**src/rtl/apu_reg_loader.sv**
```systemverilog
// rtl/apu_reg_loader.sv - UART-fed (address, data) writer for the 32 x 8-bit APU register bank
// Bytes with bits[7:5]=0 select an address; the next byte is written there unless it times out or misframes.
module apu_reg_loader #(
   parameter int BAUD_DIV     = 93,
   parameter int TIMEOUT_BITS = 20
) (
   input  logic         clk,
   input  logic         rst_n,
   input  logic         rx,
   output logic [255:0] reg_flat,
   output logic         wr_strobe,
   output logic [4:0]   wr_addr,
   output logic         frame_err
);

   localparam logic [7:0] HALF_M1  = 8'(BAUD_DIV / 2 - 1);
   localparam logic [7:0] FULL_M1  = 8'(BAUD_DIV - 1);
   localparam int         TO_LIMIT = TIMEOUT_BITS * BAUD_DIV;
   localparam int         TW       = $clog2(TO_LIMIT + 1);

   typedef enum logic [1:0] {RX_IDLE, RX_START, RX_DATA, RX_STOP} rx_state_t;
   typedef enum logic {DEC_ADDR, DEC_DATA} dec_state_t;

   logic       sync1, rx_s, rx_prev;
   rx_state_t  rx_q, rx_n;
   logic [7:0] baud_q, baud_n;
   logic [2:0] bit_q, bit_n;
   logic [7:0] shift_q, shift_n;
   logic       byte_ok, byte_bad;

   dec_state_t   dec_q, dec_n;
   logic [4:0]   addr_q, addr_n;
   logic [TW-1:0] to_q, to_n;
   logic         we;

   // Synchronizer and edge history idle high so reset release never looks like a start bit
   always_ff @(posedge clk or negedge rst_n) begin
      if (!rst_n) begin
         sync1   <= 1'b1;
         rx_s    <= 1'b1;
         rx_prev <= 1'b1;
      end else begin
         sync1   <= rx;
         rx_s    <= sync1;
         rx_prev <= rx_s;
      end
   end

   always_ff @(posedge clk or negedge rst_n) begin
      if (!rst_n) begin
         rx_q    <= RX_IDLE;
         baud_q  <= '0;
         bit_q   <= '0;
         shift_q <= '0;
      end else begin
         rx_q    <= rx_n;
         baud_q  <= baud_n;
         bit_q   <= bit_n;
         shift_q <= shift_n;
      end
   end

   always_comb begin
      rx_n     = rx_q;
      baud_n   = baud_q + 8'd1;
      bit_n    = bit_q;
      shift_n  = shift_q;
      byte_ok  = 1'b0;
      byte_bad = 1'b0;
      case (rx_q)
         RX_IDLE: begin
            baud_n = '0;
            if (rx_prev && !rx_s) begin
               rx_n  = RX_START;
               bit_n = '0;
            end
         end
         RX_START: begin
            if (baud_q == HALF_M1) begin
               baud_n = '0;
               rx_n   = rx_s ? RX_IDLE : RX_DATA;
            end
         end
         RX_DATA: begin
            if (baud_q == FULL_M1) begin
               baud_n  = '0;
               shift_n = {rx_s, shift_q[7:1]};
               bit_n   = bit_q + 3'd1;
               if (bit_q == 3'd7) rx_n = RX_STOP;
            end
         end
         RX_STOP: begin
            if (baud_q == FULL_M1) begin
               baud_n   = '0;
               rx_n     = RX_IDLE;
               byte_ok  = rx_s;
               byte_bad = !rx_s;
            end
         end
         default: rx_n = RX_IDLE;
      endcase
   end

   always_ff @(posedge clk or negedge rst_n) begin
      if (!rst_n) begin
         dec_q     <= DEC_ADDR;
         addr_q    <= '0;
         to_q      <= '0;
         reg_flat  <= '0;
         wr_strobe <= 1'b0;
         wr_addr   <= '0;
         frame_err <= 1'b0;
      end else begin
         dec_q     <= dec_n;
         addr_q    <= addr_n;
         to_q      <= to_n;
         wr_strobe <= we;
         frame_err <= byte_bad;
         if (we) begin
            reg_flat[{addr_q, 3'b000} +: 8] <= shift_q;
            wr_addr                         <= addr_q;
         end
      end
   end

   // Timeout only advances while the line is idle; an in-flight byte freezes it
   always_comb begin
      dec_n  = dec_q;
      addr_n = addr_q;
      to_n   = to_q;
      we     = 1'b0;
      case (dec_q)
         DEC_ADDR: begin
            to_n = '0;
            if (byte_ok && shift_q[7:5] == 3'b000) begin
               addr_n = shift_q[4:0];
               dec_n  = DEC_DATA;
            end
         end
         DEC_DATA: begin
            if (byte_bad) begin
               dec_n = DEC_ADDR;
            end else if (byte_ok) begin
               we    = 1'b1;
               dec_n = DEC_ADDR;
            end else if (rx_q == RX_IDLE) begin
               if (to_q == TW'(TO_LIMIT - 1)) dec_n = DEC_ADDR;
               else                           to_n  = to_q + TW'(1);
            end
         end
         default: dec_n = DEC_ADDR;
      endcase
   end

endmodule

```
**config.mk**
```make
export PLATFORM = sky130hd
export DESIGN_NAME = apu_reg_loader
export DESIGN_NICKNAME = d
export VERILOG_FILES = /design/src/rtl/apu_reg_loader.sv
export SDC_FILE = /design/constraint.sdc
export NUM_CORES = 1
export LEC_CHECK = 0
export CORE_ASPECT_RATIO = 1.25
export CORE_MARGIN = 2
export CORE_UTILIZATION = 46
export DETAILED_ROUTE_END_ITERATION = 7
export GPL_TIMING_DRIVEN = 0
export PLACE_DENSITY = 0.77
export SLEW_MARGIN = 15
export SYNTH_ARGS = -nofsm -noshare
export SYNTH_HDL_FRONTEND = slang
export SYNTH_SLANG_ARGS = --single-unit
```
**constraint.sdc**
```tcl
create_clock -name clk -period 2.5 [get_ports clk]
set_clock_uncertainty 0.1 [all_clocks]
set_input_delay 0.5 -clock clk [delete_from_list [all_inputs] [get_ports clk]]
set_output_delay 0.5 -clock clk [all_outputs]
set_load 0.005 [all_outputs]
```
======== Yosys cells after proc, flatten, opt, wreduce, memory -nomap -nowiden ========
Index checks and enable logic that the tools add are counted.
word-level totals
  flip-flop bits (word level) ............. 304
  word-level logic and storage cells ...... 81
  output and inout port bits .............. 263
cells by class
  mux-type cells .......................... 32
  add/subtract/negate cells ............... 4
  reductions and logical operators ........ 12
  eq/ne operators ......................... 16
  shift-type cells ........................ 2
  bitwise gates (word level) .............. 1
operators with widths
  cell                                                                       number
  256-bit bitwise mux                                                        1
  8-bit by 10-bit variable shift with 256-bit output (first input constant)  1
  8-bit by 10-bit variable part select with 256-bit output                   1
  11-bit 2-to-1 mux                                                          4
  8-bit case mux with 3 select lines                                         1
  11-bit case mux with 2 select lines                                        1
  8-bit 2-to-1 mux                                                           2
  2-bit != test (second input constant)                                      8
  1-bit 2-to-1 mux                                                           12
  2-bit 2-to-1 mux                                                           6
  11-bit by 1-bit adder with 11-bit output (second input constant)           1
  11-bit equality test (second input constant)                               1
  8-bit negator with 10-bit output                                           1
  8-bit by 1-bit adder with 8-bit output (second input constant)             1
  8-bit by 6-bit equality test with 1-bit output (second input constant)     1
  8-bit by 7-bit equality test with 1-bit output (second input constant)     1
  2-bit case mux with 4 select lines                                         1
  3-bit 2-to-1 mux                                                           2
  3-bit case mux with 2 select lines                                         1
  5-bit AND reduction                                                        1
  2-bit equality test (second input constant)                                2
  2-bit AND reduction                                                        2
  4-bit AND reduction                                                        1
  3-bit by 1-bit adder with 3-bit output (second input constant)             1
  other kinds (12)                                                           13

======== Logic depth before layout (Yosys ltp) ========
  depth after elaboration ................. 6
  depth in mapped cells ................... 10
  depth with buffers taken out ............ 7

======== Worst setup path before layout ========
Ideal clock, no wire load.
  path type ............................... reg-to-reg
  start point ............................. register addr_q[0]
  end point ............................... register reg_flat[224]
  path slack .............................. -224 ps
  library setup time ...................... 125 ps
  clock period less this slack ............ 2724 ps
  buffers on the path ..................... 1
  cell stages (with the launch flop) ...... 9
  arrival time ............................ 2500 ps
  cell sequence ........................... dfrtp_1 -> clkbuf_1 -> inv_1 -> ha_1 -> or2_2 -> nor2_1 -> nand2_2 -> nor4_4 -> mux2_2
between the ends
  cells in the longest elaborated chain, start to end .. 3
  elaborated cells between the ends (all ways) .. 4
  those cells by class .................... 1 x add/sub; 2 x shift; 1 x mux
RTL lines
  item                                                                                                                                   line  RTL
  start, declared                                                                                                                        32    logic [4:0] addr_q, addr_n;
  start signal, assigned                                                                                                                 115   addr_q <= addr_n;
  8-bit negator with 10-bit output *                                                                                                     120   reg_flat[{addr_q, 3'b000} +: 8] <= shift_q;
  8-bit by 10-bit variable part select with 256-bit output / 8-bit by 10-bit variable shift with 256-bit output (equally long branches)  120
  256-bit bitwise mux *                                                                                                                  120
  end signal, assigned by index                                                                                                          120
  end, declared                                                                                                                          10    output logic [255:0] reg_flat,
Every way passes the cells marked *; elsewhere a longest branch is shown, timed or not.
A chain may end at the register's enable or synchronous reset.

======== Worst setup path after layout ========
  start point ............................. register addr_q[1]
  end point ............................... register reg_flat[164]
Same word-level chain as after synthesis.

==> impl_metrics.ini <==
[outcome]
outcome = complete, but fails checks
violations = negative setup slack

[clock_tree]
cts.sinks = 304
htree_num_levels = 1
clock_path_buffers = 3
clkTransAtPathRegs_ps = 60
clk-insertion-delay-late_ps = 550
cts_root_buf = clkbuf_16
cts_tree = yes
cts_buffers = 30

[worst_setup_path]
crit_start = addr_q[1]
cpLargestDelayFamily = buffers and inverters
worstSetupEndpointType = flop
cpMaxStageDelayCell = dfrtp_1
critPathBufInv = 4
reg2reg_from = addr_q[1]
start_kind = flop
cp_common_cell = buf_6
cp_slowest_stage_delay_ps = 430
critical_path_arrival_ps = 2870
worstPathRequired_ps = 2840
worstPathMaxFanout = 8
path_class = reg2reg
path_cells = buf_6 > inv_2 > ha_4 > nor3b_4 > xnor2_2 > buf_4 > nor4_4 > buf_6 > mux2_4

[drt]
drtIter0Drc = 687
via_per_inst = 5.678
drt_wl_total_um = 37520
drc = 0
vias = 9681
postRouteAntennaNets = 0
drtPass1Iterations = 5
wl_per_cell_um = 22.00

[logic_synthesis]
synth_edf_count = 0
syn_area_per_cell_um2 = 12.20
synth-seq-cells = 304
yosys_most_used_dff = dfrtp_1
yosys_warnings = 0
yosysSeqAreaShare = 0.6294
synth_area_leader_cell = dfrtp_1
synthArstFlopShare = 1.000
synthesis.nets = 1004
netlist_top_cells_area = dfrtp_1 (62%), mux2_2 (7.0%), a22o_1 (6.0%), o21ai_0 (4.9%), nand2_1 (4.9%)
syn_inst = 991
syn_area_um2 = 12090
synth_cell_types = 61
yosysTopAreaCellShare = 0.6229

[hold_path]
hold_start = sync1
hold_class = reg2reg

[sta]
clock.fmax_mhz = 394.1
setup_ws_ps = -37.31
finalCritPeriodShare = 1.015
finalSetupViolCount = 31
max_slew.worst_pin.slew_ps = 913.3
maxSlewHeadroom = 0.3911
hold_viol_final = 0
rsz0062_at_grt = true
slew_violations = 0
setup-tns-final_ps = -481.8
min_period_ps = 2537

[power]
total_power_mw = 10.14
power.leakage_nw = 7.718
powerDensity_nw_per_um2 = 578.7
vdd_drop_max_uv = 587.9

[global_route]
grt_usage = 0.2619
grt_pass1_wl_um = 56070
first_global_vias = 9713
gr-total-overflow = 0
grt_max_degree = 111
antenna_found_initial = 0

[finish]
multi_input_area_um2 = 4822
final_common_cell = dfrtp_1
drive_gt1_frac = 0.2205
seq_area_um2 = 7614
stdcell_area_um2 = 17520
num-nets-final = 1356
num_antenna_cells = 0
nFillCells = 1834
syn2layout_area_growth_pct = 44.88
final_cell_mix = dfrtp_1 (299), clkdlybuf4s50_1 (264), nand2_1 (149), o21ai_0 (112), a22o_1 (83)

[floorplan]
coreArea_um2 = 25930
initial_core_util = 0.4663
die_y_um = 185.3
dieWidth_um = 149.0
row_count = 66
dieArea_um2 = 27610
ios = 266

[placement]
place.gp.congestion = 0.8872
io_buffers = 265
dpl-instance-area_um2 = 15330
dp_hpwl_um = 24050

[flow_run]
max-cap-violations = 0
[area by class of cell]
type                            instances  share of cell area
Sequential cell                       304              0.4346
Multi-Input combinational cell        628              0.2753
Timing Repair Buffer                  324              0.1838
Clock buffer                           42             0.05121
Tap cell                              340             0.02428
Buffer                                 47             0.01600
Clock inverter                         12             0.01286
Inverter                                8            0.001928
[cell families (layout without fill, tap and decap cells)]
kind of cell | Yosys count | in the layout | synth area share
buffers and inverters | 59 | 433 | 0.01935
multiplexers | 85 | 85 | 0.07895
XOR/XNOR | 18 | 18 | 0.01366
AO/OA/AOI/OAI | 230 | 230 | 0.1320
AND/OR/NAND/NOR | 285 | 285 | 0.1162
adder cells (fa/ha/maj) | 10 | 10 | 0.01035
flip-flops | 304 | 304 | 0.6294
[cells in the mapped netlist (all sizes together), types with 3 or more instances]
| master | number |
|---|---|
| nor4 | 5 |
| nand4 | 17 |
| buf | 13 |
| a211oi | 3 |
| nor2 | 40 |
| dfstp | 3 |
| nand2b | 4 |
| nand2 | 158 |
| mux2 | 83 |
| o21ai | 120 |
| inv | 8 |
| o21a | 3 |
| and3 | 4 |
| xnor2 | 11 |
| or2 | 5 |
| xor2 | 7 |
| a22o | 83 |
| nor2b | 7 |
| and2 | 10 |
| or3b | 3 |
| nor3 | 12 |
| clkbuf | 38 |
| o2111ai | 8 |
| ha | 10 |
| dfrtp | 301 |
| nand3 | 14 |
[stage by stage]
stage	hold slack [ps]	setup slack, ps	cells	utilization
finish	251.4	-37.31	1705	0.6756
global route	236.9	-135.4	1705	0.6756
CTS	240.5	-6.788	1695	0.6612
detailed placement	247.0	-844.3	1598	0.5914
global placement	247.2	-11950	1596	0.5891
floorplan	104.4	-19.53	991	-
[worst reg2reg max path: stages, from the launching register on]
cell	delay (ps)
dfrtp_1	430
buf_6	140
inv_2	70
ha_4	150
nor3b_4	310
xnor2_2	180
buf_4	210
nor4_4	300
buf_6	220
mux2_4	320
[where the power goes]
| group | switching, mW | leakage (nW) | internal [mW] |
|---|---|---|---|
| registers | 0.0110 | 4.23 | 4.93 |
| logic | 0.128 | 2.93 | 0.0415 |
| clock network | 1.91 | 0.552 | 3.11 |
| total | 2.05 | 7.72 | 8.09 |
[flip-flops by register name, summed over array words and instances, names as in the netlist, 3 cells and up, named ones only]
| signal | flops |
|---|---|
| bit_q | 3 |
| reg_flat | 256 |
| wr_addr | 5 |
| shift_q | 8 |
| to_q | 11 |
| baud_q | 8 |
| addr_q | 5 |
[worst paths after layout]
| check | endpoint | cells after the start | slack (ps) |
|---|---|---|---|
| max | reg_flat[164] | 9 | -40 |
| min | rx_s | 0 | 250 |
| max reg2reg | reg_flat[164] | 9 | -40 |
| min reg2reg | rx_s | 0 | 250 |
| max in group asynchronous | reg_flat[202] | 3 | 880 |
| min in group asynchronous | reg_flat[1] | 2 | 440 |
[per-layer routing]
layer | wire length, um | global-route usage | up-vias
met2 | 18640 | 0.4413 | 426
met5 | 0 | 0 | -
li1 | - | - | 4214
met4 | 1942 | 0.1192 | 0
met1 | 14110 | 0.3262 | 4928
met3 | 2828 | 0.05296 | 113
[repair_timing]
item / in CTS / in global routing
setup endpoints to repair: 262 / 256
gates resized for setup: 79 / 110
pin swaps: 27 / 18
hold endpoints to repair: 91 / 0
cloned: 0 / 0
setup buffers: 43 / 14
hold buffers: 1 / 0
Power figures use the tool's default switching activity.
